**src/rtl/smem_pipe_pkg.sv**
```systemverilog
// Shared definitions for the SMEM query pipeline: word type, end-of-query flag
// position and default skid depth.
package smem_pipe_pkg;

    typedef logic [64:0] smem_word_t;

    localparam int DATA_WIDTH_DEF = $bits(smem_word_t);
    localparam int LAST_BIT       = DATA_WIDTH_DEF - 1;
    localparam int SKID_DEPTH_DEF = 3;

endpackage

```
**src/rtl/smem_skid_buf.sv**
```systemverilog
// Small circular skid buffer with occupancy count and sticky overflow detection.
// A push into a full buffer is accepted only when a pop frees a slot in the same cycle.
module smem_skid_buf #(
    parameter int WIDTH = 65,
    parameter int DEPTH = 3
) (
    input  logic                       clk,
    input  logic                       rst,
    input  logic                       push_i,
    input  logic                       pop_i,
    input  logic [WIDTH-1:0]           data_i,
    output logic [WIDTH-1:0]           data_o,
    output logic [$clog2(DEPTH+1)-1:0] count_o,
    output logic                       empty_o,
    output logic                       overflow_o
);

    localparam int PtrW = (DEPTH > 1) ? $clog2(DEPTH) : 1;
    localparam int CntW = $clog2(DEPTH + 1);

    logic [WIDTH-1:0] mem_q [DEPTH];
    logic [PtrW-1:0]  wr_ptr_q;
    logic [PtrW-1:0]  rd_ptr_q;
    logic [CntW-1:0]  count_q;
    logic             overflow_q;
    logic             full;
    logic             do_pop;
    logic             do_push;

    function automatic logic [PtrW-1:0] ptr_inc(input logic [PtrW-1:0] p);
        return (p == PtrW'(DEPTH - 1)) ? '0 : p + 1'b1;
    endfunction

    assign full       = (count_q == CntW'(DEPTH));
    assign empty_o    = (count_q == '0);
    assign do_pop     = pop_i && !empty_o;
    assign do_push    = push_i && (!full || do_pop);
    assign data_o     = mem_q[rd_ptr_q];
    assign count_o    = count_q;
    assign overflow_o = overflow_q;

    // Storage is cleared on reset too, so the head word reads as zero after reset.
    always_ff @(posedge clk or posedge rst) begin
        if (rst) begin
            for (int i = 0; i < DEPTH; i++) begin
                mem_q[i] <= '0;
            end
            wr_ptr_q   <= '0;
            rd_ptr_q   <= '0;
            count_q    <= '0;
            overflow_q <= 1'b0;
        end else begin
            if (do_push) begin
                mem_q[wr_ptr_q] <= data_i;
                wr_ptr_q        <= ptr_inc(wr_ptr_q);
            end
            if (do_pop) begin
                rd_ptr_q <= ptr_inc(rd_ptr_q);
            end
            if (do_push && !do_pop) begin
                count_q <= count_q + 1'b1;
            end else if (do_pop && !do_push) begin
                count_q <= count_q - 1'b1;
            end
            if (push_i && !do_push) begin
                overflow_q <= 1'b1;
            end
        end
    end

endmodule

```
**src/rtl/afifo_rd_drain.sv**
```systemverilog
// Turns the FIFO pop-then-data read port into a registered valid/ready stream,
// reserving skid space for every in-flight read, and counts words per SMEM query.
module afifo_rd_drain
    import smem_pipe_pkg::*;
#(
    parameter int DATA_WIDTH = DATA_WIDTH_DEF,
    parameter int SKID_DEPTH = SKID_DEPTH_DEF,
    parameter int CNT_WIDTH  = 16
) (
    input  logic                  Clk,
    input  logic                  Clear_in,
    input  logic [DATA_WIDTH-1:0] fifo_data_in,
    input  logic                  fifo_data_valid_in,
    input  logic                  fifo_empty_in,
    output logic                  fifo_read_en_out,
    output logic [DATA_WIDTH-1:0] out_data,
    output logic                  out_valid,
    input  logic                  out_ready,
    output logic                  out_last,
    output logic                  query_done,
    output logic [CNT_WIDTH-1:0]  query_len,
    output logic                  overflow_err
);

    localparam int CntW = $clog2(SKID_DEPTH + 1);

    logic [CntW-1:0]      count;
    logic                 buf_empty;
    logic                 pop;
    logic                 inflight_q;
    logic [CNT_WIDTH-1:0] word_cnt_q;
    logic [CNT_WIDTH-1:0] word_cnt_d;
    logic [CNT_WIDTH-1:0] query_len_q;
    logic [CNT_WIDTH-1:0] query_len_d;
    logic                 query_done_q;
    logic                 query_done_d;

    smem_skid_buf #(
        .WIDTH (DATA_WIDTH),
        .DEPTH (SKID_DEPTH)
    ) u_skid (
        .clk        (Clk),
        .rst        (Clear_in),
        .push_i     (fifo_data_valid_in),
        .pop_i      (pop),
        .data_i     (fifo_data_in),
        .data_o     (out_data),
        .count_o    (count),
        .empty_o    (buf_empty),
        .overflow_o (overflow_err)
    );

    // Issue depends only on registered occupancy, never on out_ready, so the
    // word already in flight always has a slot waiting for it.
    assign fifo_read_en_out = !Clear_in && !fifo_empty_in
                              && ((int'(count) + int'(inflight_q)) < SKID_DEPTH);

    assign out_valid  = !buf_empty;
    assign out_last   = out_data[DATA_WIDTH-1];
    assign pop        = out_valid && out_ready;
    assign query_done = query_done_q;
    assign query_len  = query_len_q;

    always_comb begin
        word_cnt_d   = word_cnt_q;
        query_len_d  = query_len_q;
        query_done_d = 1'b0;
        if (pop) begin
            if (out_last) begin
                query_len_d  = word_cnt_q + 1'b1;
                word_cnt_d   = '0;
                query_done_d = 1'b1;
            end else begin
                word_cnt_d = word_cnt_q + 1'b1;
            end
        end
    end

    always_ff @(posedge Clk or posedge Clear_in) begin
        if (Clear_in) begin
            inflight_q   <= 1'b0;
            word_cnt_q   <= '0;
            query_len_q  <= '0;
            query_done_q <= 1'b0;
        end else begin
            inflight_q   <= fifo_read_en_out && !fifo_empty_in;
            word_cnt_q   <= word_cnt_d;
            query_len_q  <= query_len_d;
            query_done_q <= query_done_d;
        end
    end

endmodule

```
**config.mk**
```make
export PLATFORM = sky130hd
export DESIGN_NAME = afifo_rd_drain
export DESIGN_NICKNAME = d
export VERILOG_FILES = /design/src/rtl/smem_pipe_pkg.sv /design/src/rtl/smem_skid_buf.sv /design/src/rtl/afifo_rd_drain.sv
export SDC_FILE = /design/constraint.sdc
export NUM_CORES = 1
export LEC_CHECK = 0
export ABC_AREA = 1
export CORE_ASPECT_RATIO = 1.25
export CORE_MARGIN = 4
export CORE_UTILIZATION = 30
export CTS_CLUSTER_SIZE = 24
export DETAILED_ROUTE_END_ITERATION = 6
export PLACE_DENSITY_LB_ADDON = 0.12
export SETUP_SLACK_MARGIN = 0.15
export SLEW_MARGIN = 30
export SYNTH_ARGS = -nofsm -noshare
export SYNTH_HDL_FRONTEND = slang
export SYNTH_SLANG_ARGS = --single-unit
```
**constraint.sdc**
```tcl
create_clock -name Clk -period 8.2 [get_ports Clk]
set_input_delay 1.64 -clock Clk [delete_from_list [all_inputs] [get_ports Clk]]
set_output_delay 1.64 -clock Clk [all_outputs]
set_load 0.01 [all_outputs]
```
Word-level counts from Yosys, hierarchy flattened
Index checks and enable logic that the tools add are counted.
{"block": "totals", "wordCells": 59, "ff_bits": 236, "out_inout_bits": 86, "input_bits": 70}
{"block": "op_classes", "n_mux": 13, "n_bitwise": 2, "n_addsub": 6, "eq_ne": 3, "reduce_logical": 20, "n_lt_le_gt_ge": 4}
{"cell": "195-bit bitwise mux", "count": 1}
{"cell": "65-bit 2-to-1 mux", "count": 3}
{"cell": "65-bit binary-select mux with 2-bit select", "count": 1}
{"cell": "65-bit demux with 2-bit select", "count": 1}
{"cell": "16-bit by 1-bit adder with 16-bit output, second input constant", "count": 1}
{"cell": "16-bit 2-to-1 mux", "count": 1}
{"cell": "1-bit logical AND", "count": 10}
{"cell": "2-bit 2-to-1 mux", "count": 4}
{"cell": "2-bit by 1-bit adder with 2-bit output, second input constant", "count": 3}
{"cell": "2-bit == test, second input constant", "count": 3}
{"cell": "3-bit >= comparator, second input constant", "count": 2}
{"cell": "1-bit zero test", "count": 6}
{"cell": "2-bit NOT with 3-bit output", "count": 2}
{"cell": "2-bit by 1-bit adder with 3-bit output", "count": 1}
{"cell": "3-bit by 1-bit < comparator with 1-bit output, second input constant", "count": 1}
{"cell": "3-bit by 2-bit < comparator with 1-bit output, second input constant", "count": 1}
{"cell": "2-bit zero test", "count": 1}
{"cell": "1-bit 2-to-1 mux", "count": 2}
{"cell": "2-bit AND reduction", "count": 1}
{"cell": "2-bit nonzero test", "count": 1}
{"cell": "2-bit by 1-bit subtractor with 2-bit output, second input constant", "count": 1}
{"cell": "1-bit logical OR", "count": 1}

Depth between registers and ports, before layout
{"block": "logic_depth", "word_depth": 10, "depth_mapped": 9, "depth_no_buf": 9}

Hierarchy
A second synthesis with hierarchy kept.
{"block": "hier_totals", "cells_unflattened": 1407, "hier_area_um2": 11288.3}
{"mod": "smem_skid_buf", "instances": 1, "area_per_inst_um2": 9547.9, "cells_each": 1197, "seq_area_each_um2": 5054.8}
{"mod": "afifo_rd_drain", "instances": 1, "area_per_inst_um2": 1740.4, "cells_each": 210, "seq_area_each_um2": 850.8}

Worst setup path after synthesis
Ideal clock, no wire load.
{"block": "synth_path", "path_type": "input to output", "from": "input Clear_in", "to": "output fifo_read_en_out", "path_slack_ps": 4247, "n_path_buf": 0, "arrival_ps": 2313, "cell_stages": 1, "required_time_ps": 6560, "path_cell_list": "a2111oi_0"}
{"block": "synth_between", "elab_chain_cells": 3}
{"element": "from (decl)", "line_no": "afifo_rd_drain.sv:11", "rtl": "input logic Clear_in,"}
{"element": "1-bit zero test (no line)"}
{"element": "1-bit logical AND", "line_no": "afifo_rd_drain.sv:55", "rtl": "assign fifo_read_en_out = !Clear_in && !fifo_empty_in"}
{"element": "1-bit logical AND", "line_no": "afifo_rd_drain.sv:56", "rtl": "&& ((int'(count) + int'(inflight_q)) < SKID_DEPTH);"}
{"element": "to (decl)", "line_no": "afifo_rd_drain.sv:15", "rtl": "output logic fifo_read_en_out,"}
Every way passes these cells.

Final worst setup path
{"block": "layout_path", "from": "register u_skid.rd_ptr_q[0]", "to": "output out_data[64]"}
{"block": "layout_between", "elab_chain_cells": 4}
{"element": "from (decl)", "line_no": "smem_skid_buf.sv:23", "rtl": "logic [PtrW-1:0] rd_ptr_q;"}
{"element": "from (signal assigned)", "line_no": "smem_skid_buf.sv:58", "rtl": "rd_ptr_q <= ptr_inc(rd_ptr_q);"}
{"element": "2-bit NOT with 3-bit output (not written as such)", "line_no": "smem_skid_buf.sv:38", "rtl": "assign data_o = mem_q[rd_ptr_q];"}
{"element": "65-bit binary-select mux with 2-bit select", "line_no": "smem_skid_buf.sv:38"}
{"element": "65-bit 2-to-1 mux (not written as such) (2 in series)", "line_no": "smem_skid_buf.sv:38"}
{"element": "to (decl)", "line_no": "afifo_rd_drain.sv:16", "rtl": "output logic [DATA_WIDTH-1:0] out_data,"}
Every way passes these cells. The select of a mux whose other input is x is not followed.

==> results.rst <==
.. list-table::
   :header-rows: 1

   * - Metric
     - Value
   * - Setup clock skew after layout
     - 9.06 ps
   * - Global routing's busiest layer
     - met2
   * - Leakage Power
     - ~0.0062 uW
   * - Ratio of cells with drive above 1 in the final layout
     - roughly 4.9%
   * - Shortest period the worst path allows
     - approximately 4900 ps
   * - Max H-tree Level
     - 1
   * - Achievable Freq
     - about 0.20 GHz
   * - Via density per instance
     - 4.48
   * - Share of cell area taken by muxes after synthesis
     - 0%
   * - Number of top-level design ports
     - approximately 160
   * - Total count of max-transition violations in the final report
     - 0
   * - Met1 capacity usage during global routing
     - a little under a fifth
   * - Horiz. Die Dim
     - 175 microns
   * - Number of distinct library cells after synthesis
     - 31
   * - Worst path required time
     - 6560 ps
   * - Number of endpoints failing setup at the final stage
     - 0
   * - Number of global-route vias before repair
     - 8283
   * - Rel. slew slack
     - between 30% and 40%
   * - Number of antenna violations at the first check in global routing
     - 1
   * - Clock tree buffer depth
     - 3
   * - Global routing usage on met2
     - approximately 24%
   * - Share of flip-flops with an asynchronous set or reset after synthesis
     - 100%
   * - Power density normalized to cell area
     - around 400 nW/um^2
   * - Remaining design rule violation count
     - 0
   * - Main combinational cell family by area after synthesis
     - simple AND/OR/NAND/NOR gates
   * - Met3 track utilization from global routing
     - under 10%
   * - Clock transition at the registers of the reported paths
     - about 60 ps
   * - Average routed wire per standard cell
     - 14.6 microns
   * - Run status
     - completed
   * - Number of sinks on the clock net
     - approximately 240
   * - Final worst-path cycle share
     - 59.8%
   * - Area overhead of the layout relative to synthesis
     - 24.7%
   * - Buffers on Ports
     - ~160
   * - DRT antenna net count
     - 0
   * - Post-Synth Simple-Gate Area
     - a little under a quarter
   * - Unrepaired setup endpoints after global routing
     - no
   * - Setup TNS
     - 0 ps
   * - Final Hold Viols
     - 0
   * - TritonCTS clock tree
     - built
   * - Die height
     - about 220 microns
   * - Hold Crit Class
     - flip-flop to flip-flop
   * - # nets final
     - approximately 1400
   * - Post-synthesis sequential area ratio
     - 56.7%
   * - Standard-cell rows
     - 76
   * - Core Footprint
     - ~34000 sq um
   * - Die footprint
     - between 30000 and 40000 sq um
   * - Largest cells by area after synthesis
     - sky130_fd_sc_hd__dfrtp_1 (57%), sky130_fd_sc_hd__nand2_1 (18%), sky130_fd_sc_hd__o21ai_0 (7.1%)
   * - Resize count post-CTS
     - 0
   * - Endpoint arrival time on the critical path
     - 3270 ps
   * - Type of the worst setup path
     - flip-flop to primary output
   * - Number of detailed-routing iterations run before antenna repair
     - 5
   * - Mean instance size in the synthesized netlist
     - about 8.5 sq um
   * - Total Routing Usage GR
     - between 10% and 20%
   * - Largest net degree at the start of global routing
     - between 100 and 150
   * - Post-Synthesis Net Count
     - ~1300
   * - Iteration-0 DRC count of the detailed router
     - ~560
   * - Number of diodes
     - 0
   * - Total length of routed wires
     - roughly 27000 microns
   * - Num CTS Buffers
     - 28
   * - Worst supply voltage drop on vdd
     - 143 uV
   * - Vias post-DR
     - ~8200
   * - Adder-Cell Fraction of Synth Area
     - less than 1%
   * - Post-Syn Instances
     - 1223
   * - Capturing element type of the critical path
     - primary output
   * - Number of enable flip-flop cells after synthesis
     - 0
   * - Share of the synthesized area in compound gates (AO/OA/AOI/OAI)
     - ~11%
   * - Xor and xnor fraction of the mapped netlist area
     - 0.756%
   * - Largest fanout on the critical path
     - 38
   * - Crit start category
     - flip-flop
   * - Detailed-placement wirelength estimate
     - 16500 microns
   * - Most frequent cells after synthesis
     - sky130_fd_sc_hd__nand2_1 (503), sky130_fd_sc_hd__dfrtp_1 (236), sky130_fd_sc_hd__o21ai_0 (147)
   * - Setup Fix Bufs, Post-CTS
     - 0
   * - Max_cap viols
     - 0
   * - First-pass GRT wire length
     - between 40000 and 50000 microns
   * - Clock Tree Root
     - sky130_fd_sc_hd__clkbuf_16
   * - Gp weighted congestion
     - 0.718
   * - Cell with the most instances after synthesis
     - sky130_fd_sc_hd__nand2_1
   * - Worst Hold Slack
     - ~470 ps
   * - Yosys warning count
     - 0
   * - Share of the synthesized area in the top cell type
     - ~57%
   * - Flops & latches, synth
     - ~240
   * - Hold Buf Count CTS
     - 0
   * - Initial Util
     - between 30% and 40%
   * - Later-pin clock latency in the skew report
     - around 540 ps
   * - GR Overflow Total
     - 0
   * - Cell taking the most area after synthesis
     - sky130_fd_sc_hd__dfrtp_1
   * - Cell area after technology mapping
     - 10400 sq um
   * - Slew at the pin with the worst max-slew slack
     - between 900 and 1000 ps
   * - Top FF cell, synth
     - sky130_fd_sc_hd__dfrtp_1
## final cells by class
cell class              instances  area (sq um)
well taps                     468           586
flip-flops and latches        236          5910
fillers                      3660         21400
clock inverters                 4          20.0
repair buffers                165          1650
multi-input cells             831          3700
clock buffers                  40           807
inverters                      87           333
## path summary, 6_finish.rpt
check | end | slack [ps] | depth (start not counted) | start
setup / recovery | out_data[64] | 3290 | 6 | u_skid.rd_ptr_q[0]
setup reg to reg | query_len[12] | 5420 | 9 | u_skid.rd_ptr_q[0]
max in group asynchronous | u_skid.mem_q[15] | 5470 | 4 | Clear_in
hold reg to reg | query_len[15] | 470 | 2 | query_len[15]
hold / removal | query_len[15] | 470 | 2 | query_len[15]
min in group asynchronous | u_skid.count_o[1] | 1540 | 2 | Clear_in
## sequential cells by signal (all words and copies together) (netlist names)
name,flops
query_len,16
inflight_q,1
word_cnt_q,16
u_skid.rd_ptr_q,2
u_skid.mem_q,195
query_done,1
u_skid.overflow_o,1
u_skid.wr_ptr_q,2
u_skid.count_o,2
## layout by cell type (no fill, tap or decap), drive strengths merged
| cell | n |
|---|---|
| nand3b | 1 |
| inv | 86 |
| nor2 | 18 |
| nand4 | 3 |
| buf | 10 |
| o21a | 1 |
| clkbuf | 40 |
| clkinvlp | 1 |
| a21oi | 1 |
| dfrtp | 236 |
| clkdlybuf4s50 | 155 |
| nand3 | 76 |
| xor2 | 8 |
| nand2 | 505 |
| a2111oi | 2 |
| xnor2 | 1 |
| clkinv | 4 |
| o21ai | 210 |
| ha | 4 |
| a41o | 1 |
## critical path, stage by stage (launching register included)
cell                              delay, ps
sky130_fd_sc_hd__dfrtp_1                460
sky130_fd_sc_hd__inv_2                   80
sky130_fd_sc_hd__nor2_4                 670
sky130_fd_sc_hd__buf_4                  600
sky130_fd_sc_hd__nand2_1                130
sky130_fd_sc_hd__nand3_2                210
sky130_fd_sc_hd__clkdlybuf4s50_1        570
## power breakdown
part	leakage (uW)	total, uW	switching, uW	internal, uW
sequential	0.00298	1920	261	1660
combinational	0.00277	2140	1210	928
clock	0.000410	1140	467	672
total	0.00616	5200	1940	3260
## metrics by stage
step	cells	util (%)	power (uW)	instance area [sq um]	setup slack, ps
after global routing	1831	37.8	5630	13000	3090
after detailed placement	1787	35.4	4130	12200	3430
after global placement	1786	35.3	4100	12200	3370
after CTS	1831	37.8	5310	13000	3210
final	1831	37.8	5200	13000	3290
after floorplan	1223	-	3200	10400	3470
## per-layer routing
layer | part of all wire, % | vias up
li1 | - | 4125
met1 | 46 | 3880
met2 | 48 | 167
met3 | 4.2 | 32
met4 | 1.8 | 2
met5 | 0.075 | -
## logic make-up (layout without fill, tap and decap cells)
kind of cell,count (synthesis),in the layout
buf+inv,156,296
simple gates,603,603
fa+ha+maj,4,4
xor+xnor,9,9
compound gates,215,215
flops,236,236
Power figures use the tool's default switching activity.
==> RTL edit 1: new RTL, same flow settings <==
`CNT_WIDTH`: 16 -> 32.
--- a/src/rtl/afifo_rd_drain.sv
+++ b/src/rtl/afifo_rd_drain.sv
@@ -6,5 +6,5 @@
     parameter int DATA_WIDTH = DATA_WIDTH_DEF,
     parameter int SKID_DEPTH = SKID_DEPTH_DEF,
-    parameter int CNT_WIDTH  = 16
+    parameter int CNT_WIDTH  = 32
 ) (
     input  logic                  Clk,
Ports: changed (resized query_len); port bits go from 156 to 172. No check against the original RTL was run, so the function may have changed too.
==> RTL edit 1 against the original RTL <==
- hold slack got worse by 0.014 ns
- synthesized area increased by 19%
- routed wire length increased by 23%
- sequential share of layout area decreased by 2.1 points
- design area increased by 19%
- total power increased by 12%
- critical endpoint is now out_last
- largest power group unchanged
- sequential cell count increased by 32
- worst setup slack got worse by 0.029 ns
- combinational power increased by 9.3%
- largest cell class unchanged
- die area increased by 18%
==> RTL edit 1: results (changes against the original RTL) <==
Run status
  • Status: finished, final reports clean

Placed design
  • PortBufs: 171 (+10%)
  • HPWL Detailed: 21.0 mm (+27%)
  • Gpl congestion: 0.763 (+6.3%)
  • Pre-CTS WS: 3.45 ns (+0.0177 ns)

Cells and area
  • NonClk Buf Share: 0.121 (-0.00632)
  • Fraction of layout cells with a size suffix above 1: 0.0984 (+0.0493)
  • Layout clock area frac: 0.0675 (+0.00390)
  • FF/Latch Area: 6710 sq um (+14%)
  • Non-clk invs: 96 (+10%)
  • Fin cells: 2188 (+19%)
  • Seq cells: 268 (+14%)
  • Post-route cell area: 15500 sq um (+19%)
  • Multi-input logic area: 4800 sq um (+30%)
  • Bufs w/o clock: 185 (+12%)
  • Multi-input gates: 1033 (+24%)
  • Final nets: 1689 (+19%)
  • Clock buffer cells: 44 (+10%)

Hold path
  • HP Start: u_skid.overflow_o$_DFFE_PP0P_
  • Hold depth: 1 (-1)

STA
  • Clock Skew: 0.0220 ns (+0.0129 ns)
  • Hold Slack: 0.461 ns (-0.0136 ns)
  • Slew headroom: 0.468 (+0.0846)

GRT
  • Total Routing Usage GR: 0.147 (+0.00510)
  • Pin count of the biggest net entering global routing: 130 (+11%)
  • First-pass GRT wire length: 54.0 mm (+22%)

Worst setup path
  • CP startpoint: u_skid.rd_ptr_q[1]$_DFFE_PP0P_
  • Flop-to-flop setup slack: 4.51 ns (-0.91 ns)
  • Crit-path slowest cell: clkdlybuf4s50_1
  • CP peak stage delay: 0.64 ns (-0.03 ns)
  • Worst reg2reg startpoint: u_skid.rd_ptr_q[1]$_DFFE_PP0P_
  • Worst EP arrival: 3.30 ns (+0.03 ns)

Synth
  • Top post-synthesis cells by count: nand2_1 (663), dfrtp_1 (268), o21ai_1 (94)
  • Cells after synthesis: 1473 (+20%)
  • Seq/Total Area, Yosys: 0.541 (-0.0255)
  • Synth Area in Compound Gates: 0.110 (+0.00244)
  • Main area contributors after synthesis: dfrtp_1 (54%), nand2_1 (20%), o21ai_2 (5.0%)
  • Post-Synth Adder-Cell Area: 0.00404 (-0.000763)
  • Avg Inst Size Synth: 8.41 sq um (-1.3%)
  • Synth cell types: 28 (-9.7%)
  • Area share of xor/xnor cells in the synthesized design: 0.0120 (+0.00445)

CTS
  • Total CTS buffers: 31 (+11%)

Pwr
  • Logic pwr share: 0.401 (-0.010)
  • Pleak: 0.00735 uW (+19%)
  • Sequential Power Share: 0.357 (-0.013)
  • Switching power: 2170 uW (+12%)
  • P_clk: 1410 uW (+24%)

Route
  • Vias post-DR: 9731 (+19%)
  • Initial DRC Count: 486 (-13%)
==> RTL edit 1: cell types whose count changed in the layout (fill, tap and decap cells not counted), moves of 6 or more <==
cell             before  now
nand3b_1              1    8
o21ai_2               5   71
dfrtp_1             236  268
o21ai_1              58   94
o21ai_0             147   41
nor2_1               14   34
clkdlybuf4s50_1     155  171
nand2_1             503  663
nor2_2                0    6
xor2_1                8   14
inv_1                83   90
==> RTL edit 1: final timing paths <==
kind,end
min in group asynchronous,query_len[26]$_DFFE_PP0P_
worst min-delay path,u_skid.overflow_o$_DFFE_PP0P_
max in group asynchronous,u_skid.mem_q[137]$_DFFE_PP0P_
worst min register to register,u_skid.overflow_o$_DFFE_PP0P_
worst max-delay path,out_last
worst max register to register,query_len[29]$_DFFE_PP0P_
==> RTL edit 1: layer usage <==
layer	share of wire	GRT usage	vias to the layer above
met5	0.00040	0	-
met4	0.024	0.0410	2
met1	0.45	0.202	4566
met2	0.47	0.240	187
met3	0.050	0.0283	51
li1	-	-	4925
